`src/rtl/fir_xifu_scoreboard.sv`:
```
// In-order scoreboard for offloaded FIR XIF instructions: tracks in-flight entries,
// blocks issue on full/hazard, applies commit/kill, dispatches to EX, retires on WB.
module fir_xifu_scoreboard #(
  parameter int NB_ENTRIES = 4,
  parameter int ID_W       = 4,
  parameter int REG_AW     = 5
) (
  input  logic              clk_i,
  input  logic              rst_ni,
  input  logic              clear_i,
  input  logic              issue_valid_i,
  output logic              issue_ready_o,
  input  logic [ID_W-1:0]   issue_id_i,
  input  logic [REG_AW-1:0] issue_rs1_i,
  input  logic [REG_AW-1:0] issue_rs2_i,
  input  logic [1:0]        issue_rs_use_i,
  input  logic [REG_AW-1:0] issue_rd_i,
  input  logic              issue_rd_we_i,
  input  logic              commit_valid_i,
  input  logic [ID_W-1:0]   commit_id_i,
  input  logic              commit_kill_i,
  output logic              ex_valid_o,
  input  logic              ex_ready_i,
  output logic [ID_W-1:0]   ex_id_o,
  input  logic              wb_done_i,
  input  logic [ID_W-1:0]   wb_done_id_i,
  output logic              full_o,
  output logic              busy_o,
  output logic              err_o
);

  localparam int PTR_W = $clog2(NB_ENTRIES);

  typedef enum logic [2:0] {FREE, ISSUED, COMMITTED, EXEC, KILLED} state_e;

  state_e            st     [NB_ENTRIES];
  logic [ID_W-1:0]   ent_id [NB_ENTRIES];
  logic [REG_AW-1:0] ent_rd [NB_ENTRIES];
  logic              ent_we [NB_ENTRIES];

  logic [PTR_W-1:0] head, dsp, tail;
  logic [PTR_W:0]   cnt;
  logic             err;

  logic             hazard, issue_fire;
  logic             cm_hit, cm_err;
  logic [PTR_W-1:0] cm_idx;
  logic             ex_fire, dsp_skip;
  logic             wb_ok, wb_err, auto_free, retire;

  // Hazard scan: every live (non-free, non-killed) writer blocks RAW and WAW,
  // including one that retires this very cycle.
  always_comb begin
    hazard = 1'b0;
    for (int i = 0; i < NB_ENTRIES; i++) begin
      if (st[i] != FREE && st[i] != KILLED && ent_we[i]) begin
        if (issue_rs_use_i[0] && ent_rd[i] == issue_rs1_i) hazard = 1'b1;
        if (issue_rs_use_i[1] && ent_rd[i] == issue_rs2_i) hazard = 1'b1;
        if (issue_rd_we_i && ent_rd[i] == issue_rd_i)      hazard = 1'b1;
      end
    end
  end

  // Commit targets the oldest ISSUED entry carrying the id, scanning from head.
  always_comb begin
    cm_hit = 1'b0;
    cm_idx = '0;
    for (int k = 0; k < NB_ENTRIES; k++) begin
      if (!cm_hit && st[head + PTR_W'(k)] == ISSUED && ent_id[head + PTR_W'(k)] == commit_id_i) begin
        cm_hit = 1'b1;
        cm_idx = head + PTR_W'(k);
      end
    end
  end

  assign full_o        = (cnt == (PTR_W+1)'(NB_ENTRIES));
  assign busy_o        = (cnt != '0);
  assign err_o         = err;
  assign issue_ready_o = !full_o && !hazard;
  assign issue_fire    = issue_valid_i && issue_ready_o;
  assign cm_err        = commit_valid_i && !cm_hit;

  assign ex_valid_o = (st[dsp] == COMMITTED);
  assign ex_id_o    = ent_id[dsp];
  assign ex_fire    = ex_valid_o && ex_ready_i;
  assign dsp_skip   = (st[dsp] == KILLED);

  assign wb_ok     = wb_done_i && st[head] == EXEC && ent_id[head] == wb_done_id_i;
  assign wb_err    = wb_done_i && !wb_ok;
  assign auto_free = !wb_done_i && st[head] == KILLED;
  assign retire    = wb_ok || auto_free;

  always_ff @(posedge clk_i or negedge rst_ni) begin
    if (!rst_ni) begin
      for (int i = 0; i < NB_ENTRIES; i++) st[i] <= FREE;
      head <= '0;
      dsp  <= '0;
      tail <= '0;
      cnt  <= '0;
      err  <= 1'b0;
    end else if (clear_i) begin
      for (int i = 0; i < NB_ENTRIES; i++) st[i] <= FREE;
      head <= '0;
      dsp  <= '0;
      tail <= '0;
      cnt  <= '0;
      err  <= 1'b0;
    end else begin
      // The updates below touch entries in mutually exclusive states, so they never collide.
      if (issue_fire) begin
        st[tail] <= ISSUED;
        tail     <= tail + 1'b1;
      end
      if (commit_valid_i && cm_hit) st[cm_idx] <= commit_kill_i ? KILLED : COMMITTED;
      if (ex_fire) begin
        st[dsp] <= EXEC;
        dsp     <= dsp + 1'b1;
      end else if (dsp_skip) begin
        dsp <= dsp + 1'b1;
      end
      if (retire) begin
        st[head] <= FREE;
        head     <= head + 1'b1;
      end
      case ({issue_fire, retire})
        2'b10:   cnt <= cnt + 1'b1;
        2'b01:   cnt <= cnt - 1'b1;
        default: cnt <= cnt;
      endcase
      if (cm_err || wb_err) err <= 1'b1;
    end
  end

  // Payload fields are only meaningful while the entry state says so; no reset needed.
  always_ff @(posedge clk_i) begin
    if (issue_fire) begin
      ent_id[tail] <= issue_id_i;
      ent_rd[tail] <= issue_rd_i;
      ent_we[tail] <= issue_rd_we_i;
    end
  end

endmodule

```
`config.mk`:
```
export PLATFORM = sky130hd
export DESIGN_NAME = fir_xifu_scoreboard
export DESIGN_NICKNAME = d
export VERILOG_FILES = /design/src/rtl/fir_xifu_scoreboard.sv
export SDC_FILE = /design/constraint.sdc
export NUM_CORES = 1
export LEC_CHECK = 0
export BUFFER_PORTS_ARGS = -buffer_cell sky130_fd_sc_hd__buf_2
export CAP_MARGIN = 20
export CORE_ASPECT_RATIO = 0.6
export CORE_UTILIZATION = 45
export DETAILED_ROUTE_END_ITERATION = 6
export PLACE_DENSITY = 0.63
export SLEW_MARGIN = 0
export SYNTH_ARGS = -nofsm -noshare
export SYNTH_HDL_FRONTEND = slang
export SYNTH_SLANG_ARGS = --single-unit
```
`constraint.sdc`:
```
create_clock -name clk_i -period 7.65 [get_ports clk_i]
set_input_delay 1.1475 -clock clk_i [delete_from_list [all_inputs] [get_ports clk_i]]
set_output_delay 1.1475 -clock clk_i [all_outputs]
set_load 0.01 [all_outputs]
```
==> results of run 1 <==
[cells in the mapped netlist, types with 3 or more instances]
master,number
buf_2,5
nand2b_1,3
nand3_1,15
mux2i_1,14
buf_6,4
nor3_1,8
mux4_1,9
xor2_1,53
ha_1,12
and2_1,5
a22o_1,4
a21oi_1,16
clkbuf_1,7
edfxtp_1,40
a21o_1,7
mux4_2,11
dfrtp_1,22
nand4_1,3
o2bb2ai_1,4
nor2_1,17
nor4_1,12
xnor2_1,35
and3_1,4
nand2_1,20
inv_1,15
o21ai_0,13
a41o_1,4
[power by group through the flow]
| stage | Sequential [µW] | Combinational (µW) | Clock [µW] |
|---|---|---|---|
| final | 401 | 142 | 403 |
| after global routing | 404 | 156 | 426 |
| after CTS | 401 | 142 | 410 |
| after detailed placement | 407 | 141 | 0 |
| after global placement | 406 | 140 | 0 |
| after floorplan | 394 | 98.5 | 0 |
[layout make-up]
cell class                 instances  area, µm²
clock buffer                      13      281.5
clock inverter                     3      15.01
fill                             894       4703
inverter                          15      56.30
multi-input combinational        315       2763
sequential                        62       1752
tap                              135      168.9
timing repair buffer              48      245.2
[through the flow]
stage	instances	setup WS, ps	area, µm²
after global routing	591	3469	5281
after detailed placement	575	3748	4985
after floorplan	410	4346	4690
after CTS	591	3734	5281
final	591	3678	5281
after global placement	575	3864	4985
[final timing paths]
check | cells past startpoint | slack (ps) | to | from
min | 2 | 580 | err_o | err_o
min in group asynchronous | 1 | 790 | st[8] | rst_ni
min reg2reg | 2 | 580 | err_o | err_o
max in group asynchronous | 1 | 6510 | st[5] | rst_ni
max | 11 | 3680 | st[2] | head[0]
max reg2reg | 11 | 3680 | st[2] | head[0]
[worst max-delay path, stage by stage (launching register included)]
cell and delay (ps):
dfrtp_1 320, buf_4 330, inv_1 200, ha_1 810, mux4_2 600, xnor2_1 150, nand2_1 110, a211oi_2 400
a211oi_2 120, a221oi_4 440, nor2b_2 120, a41o_1 250
[per-layer routing]
layer | track usage, % | up-vias | part of all wire [%]
met3 | 7.116 | 9 | 8.3
met4 | 5.227 | 0 | 0.79
li1 | - | 1612 | -
met2 | 30.88 | 147 | 39
met5 | 0 | - | 0
met1 | 38.65 | 1685 | 52
[kinds of logic after synthesis]
logic type	Yosys count
and+or+nand+nor	108
xor gates and xnor gates	88
AOI/OAI and AO/OA	70
DFF	62
muxes	36
buffers and inverters	33
adders and majority gates	13
[registers in the layout (all words and copies together) (netlist names)]
signal  count
ent_id     16
head        2
ent_rd     20
ent_we      4
dsp         2
cnt         3
err_o       1
tail        2
st         12
==> summary.txt, run 1 <==
Job
  – Max-cap violations: 0

Synth
  – Syn avg cell area: 11.44 µm²
  – Mapped cell area: 0.004689 mm²
  – Largest family of logic cells by synthesized area: XOR/XNOR gates
  – Synth area leaders: edfxtp_1 26%, dfrtp_1 12%, xor2_1 9.9%
  – Mapped Nets: 461
  – Yosys reg bits: 62
  – Primary FF master, synth: edfxtp_1
  – Synth Area in Adders: 3.629%
  – Post-Synth XOR/XNOR Area: 16.44%
  – Multiplexer area fraction after synthesis: 13.79%
  – Dominant cell type by area after synthesis: edfxtp_1
  – Sequential area share after synthesis: 37.35%
  – Synth Area in Simple Gates: 13.34%
  – Distinct cells, synth: 60
  – Yosys warning count: 0
  – Async S/R FF share, synth: 35.48%
  – Post-synth EDFFs: 40
  – Post-Syn Instances: 410
  – Post-synthesis compound-gate area fraction: 11.71%
  – Area fraction of the dominant cell type after synthesis: 25.61%

Critical path
  – CP arrival: 4190 ps
  – WP data required: 7870 ps
  – CP Capture Type: register
  – Crit path kind: reg2reg
  – CP Max Fanout: 28
  – CP startpoint kind: register

Min path
  – Hold WC Path Type: reg2reg

Placement
  – Post-DP HPWL: 8.815 mm
  – # port buffers: 46
  – Placer Congestion: 0.9024

Pwr
  – Peak supply drop: 0.0001051 V
  – Power share of the combinational group: 15.0%
  – Leak pwr: 0.002012 µW
  – Flop pwr share: 42.4%
  – Sw Ratio: 26.65%
  – Clock share of power: 42.6%
  – Cell Pwr Density: 179.0 mW/mm²
  – Final Total Pwr: 945.6 µW
  – Switching power: 252.0 µW
  – Internal: 693.7 µW

STA
  – Slew @ Worst Pin: 828.7 ps
  – Final Slew Violations: 0
  – Final Setup Violations: 0
  – Clock skew: 6.467 ps
  – Slew headroom: 44.75%
  – Tcrit/Tclk final: 51.92%
  – Final Critical Period: 3972 ps
  – TNS Setup: 0 ps
  – Hold Slack: 576.4 ps
  – Peak Freq: 251.8 MHz
  – Fin. Hold Viols: 0
  – RSZ-0062 raised after global routing: no

Layout
  – Final net count: 502
  – Post-layout util: 52.89%
  – Commonest cells after routing, fill and taps aside: 53 x xor2_1, 46 x buf_2, 40 x edfxtp_1
  – Ant diodes: 0
  – Share of layout cells above drive strength 1: 21.05%
  – Commonest non-fill, non-tap cell in the layout: xor2_1
  – Area grow syn2layout: 12.62%

Routing
  – Drc violations: 0
  – DR WL/cell: 20.15 µm
  – Via count: 3453
  – First-pass DRT Iterations: 5
  – Total routed wirelength: 11.91 mm
  – Number of DRC markers in iteration 0: 379
  – Post-route ant nets: 0
  – Via density: 5.843

Clock network
  – Hold_buf cts: 0
  – Num CTS Buffers: 9
  – H-tree depth: 3
  – Reg clk slew, reported paths: 50 ps
  – Setup Fix Bufs, Post-CTS: 0
  – Post-CTS Resized: 0
  – CTS Sinks: 62
  – Clk_lat worst skew: 330 ps
  – CTS tree: done
  – Bufs on Longest Clock Path: 2
  – Clock root buffer: clkbuf_16

GRT
  – Gr ovfl total: 0
  – First-pass GRT wire length: 19.04 mm
  – Vias in the first global route: 3255
  – Initial antenna violation count: 0
  – Pin count of the biggest net entering global routing: 29
  – GRT Resource Usage Total: 24.19%

Floorplan
  – Height of the die: 81.08 µm
  – # rows: 28
  – Core Region: 0.009985 mm²
  – Die width: 133.8 µm
  – Initial core utilization: 46.97%
  – Die Area: 0.01085 mm²
  – IO Count: 47

Status
  – Status: complete, no violations
Power figures use the tool's default switching activity.
==> run 2: changes to the inputs <==
==> constraint.sdc (replaced) <==
create_clock -name clk_i -period 3.9 [get_ports clk_i]
set_input_delay 0.585 -clock clk_i [delete_from_list [all_inputs] [get_ports clk_i]]
set_output_delay 0.585 -clock clk_i [all_outputs]
set_load 0.01 [all_outputs]
==> summary.txt, run 2 (synthesis gave the netlist of run 1 again) <==
Layout
  – Commonest non-fill, non-tap cell in the layout: xor2_1
  – Share of layout cells above drive strength 1: 22.25%
  – Reg with most FFs: ent_rd
  – Ant diodes: 0
  – Multi-input gate area: 0.002763 mm²
  – Max reg flops: 20
  – Filler cell count: 890
  – Area grow syn2layout: 14.70%
  – Seq. cell area: 0.001752 mm²
  – Commonest cells after routing, fill and taps aside: 53 x xor2_1, 46 x buf_2, 40 x edfxtp_1
  – Biggest regs: ent_rd (20), ent_id (16), st (12)
  – Final net count: 509

STA
  – Tcrit/Tclk final: 87.76%
  – Slew headroom: 62.20%
  – Fin. Hold Viols: 0
  – Final Setup Violations: 0
  – Peak Freq: 292.2 MHz
  – RSZ-0062 raised after global routing: no
  – Clock skew: 10.43 ps
  – TNS Setup: 0 ps
  – Final Critical Period: 3423 ps
  – Hold Slack: 229.3 ps
  – Slew @ Worst Pin: 567.0 ps
  – Final Slew Violations: 0

Routing
  – Total routed wirelength: 12.05 mm
  – First-pass DRT Iterations: 5
  – Number of DRC markers in iteration 0: 332
  – Post-route ant nets: 0
  – DR WL/cell: 20.15 µm
  – Drc violations: 0
  – Via count: 3519
  – Via density: 5.885

Clock network
  – Num CTS Buffers: 9
  – Clock root buffer: clkbuf_16
  – H-tree depth: 3
  – CTS tree: done
  – CTS Sinks: 62
  – Hold_buf cts: 0
  – Bufs on Longest Clock Path: 2
  – Clk_lat worst skew: 340 ps
  – Setup Fix Bufs, Post-CTS: 0
  – Reg clk slew, reported paths: 50 ps
  – Post-CTS Resized: 0

Critical path
  – Crit path kind: reg2reg
  – R2r startpoint: head[0]
  – Worst reg2reg path endpoint: cnt[2]
  – CP Max Fanout: 27
  – Critical path origin: head[0]
  – CP Capture Type: register
  – CP startpoint kind: register
  – WP data required: 4120 ps
  – Flop2flop setup slack: 480 ps
  – CP arrival: 3640 ps
  – R2R depth: 11
  – CP endpoint: cnt[2]

Floorplan
  – # rows: 28
  – Die width: 133.8 µm
  – Die Area: 0.01085 mm²
  – IO Count: 47
  – Core Region: 0.009985 mm²
  – Initial core utilization: 46.97%
  – Height of the die: 81.08 µm

Placement
  – # port buffers: 46
  – Post-DP HPWL: 9.069 mm
  – Placer Congestion: 0.9356

GRT
  – First-pass GRT wire length: 19.35 mm
  – Pin count of the biggest net entering global routing: 28
  – GRT Resource Usage Total: 24.56%
  – Gr ovfl total: 0
  – Initial antenna violation count: 0
  – Vias in the first global route: 3415

Pwr
  – Leak pwr: 0.002066 µW
  – Cell Pwr Density: 372.3 mW/mm²
  – Final Total Pwr: 2003 µW
  – Clock share of power: 46.4%
  – Flop pwr share: 38.8%
  – Peak supply drop: 0.0002146 V
  – Sw Ratio: 24.80%
  – Power share of the combinational group: 14.8%
  – Internal: 1506 µW
  – Switching power: 496.7 µW

Job
  – Max-cap violations: 0

Min path
  – Hold WC Path Type: in2async

Status
  – Status: complete, no violations
## run 2: changes by cell type in the layout (fill, tap and decap cells not counted), sizes merged
cell / change
bufinv: +3
inv: -1
buf: +7
clkinv: -1
clkbuf: -1
## run 2: final cells by class
| type | count | share of cell area [%] |
|---|---|---|
| multi-input combinational | 315 | 51.36 |
| sequential | 62 | 32.57 |
| timing repair buffer | 55 | 5.536 |
| clock buffer | 12 | 4.582 |
| tap | 135 | 3.140 |
| clock inverter | 4 | 1.768 |
| inverter | 15 | 1.047 |
## run 2: how the worst min path moves through the flow
stage	endpoint	cells after the start	from	slack, ps
2_1_floorplan	cnt[0]	0	rst_ni	290
3_3_place_gp	err_o	2	err_o	550
3_5_place_dp	err_o	2	err_o	580
4_1_cts	st[8]	1	rst_ni	240
5_1_grt	st[8]	1	rst_ni	270
6_report	st[8]	1	rst_ni	230
## run 2: per-layer routing
layer / vias to the layer above / share of wire [%] / track usage [%]
met5: - / 0 / 0
met4: 0 / 0.90 / 5.341
met3: 13 / 10 / 7.179
met2: 178 / 39 / 33.26
met1: 1701 / 50 / 37.79
li1: 1627 / - / -
## run 2: critical path, cell delays in order (launching register included)
cell and delay, ps:
dfrtp_1 340, buf_4 340, mux4_1 680, xnor2_1 170
nand3_1 190, nor4b_4 310, a21o_4 270, nor2b_1 180
fa_1 200, nand2b_1 110, a2bb2oi_1 160, mux2_2 350
## run 2: power by group through the flow
stage	Sequential, µW	Combinational [µW]	Clock, µW
2_1_floorplan	772	193	0
3_3_place_gp	787	291	0
3_5_place_dp	788	293	0
4_1_cts	776	296	943
5_1_grt	781	326	965
6_report	776	297	929
## run 2: per-stage QoR
stage          util, %  cell area (µm²)  instances  setup slack, ps
2_1_floorplan        -             4690        410            595.8
3_3_place_gp     50.45             5037        582            571.9
3_5_place_dp     50.45             5037        582            493.3
4_1_cts          53.87             5379        598            491.1
5_1_grt          53.87             5379        598            237.2
6_report         53.87             5379        598            477.3
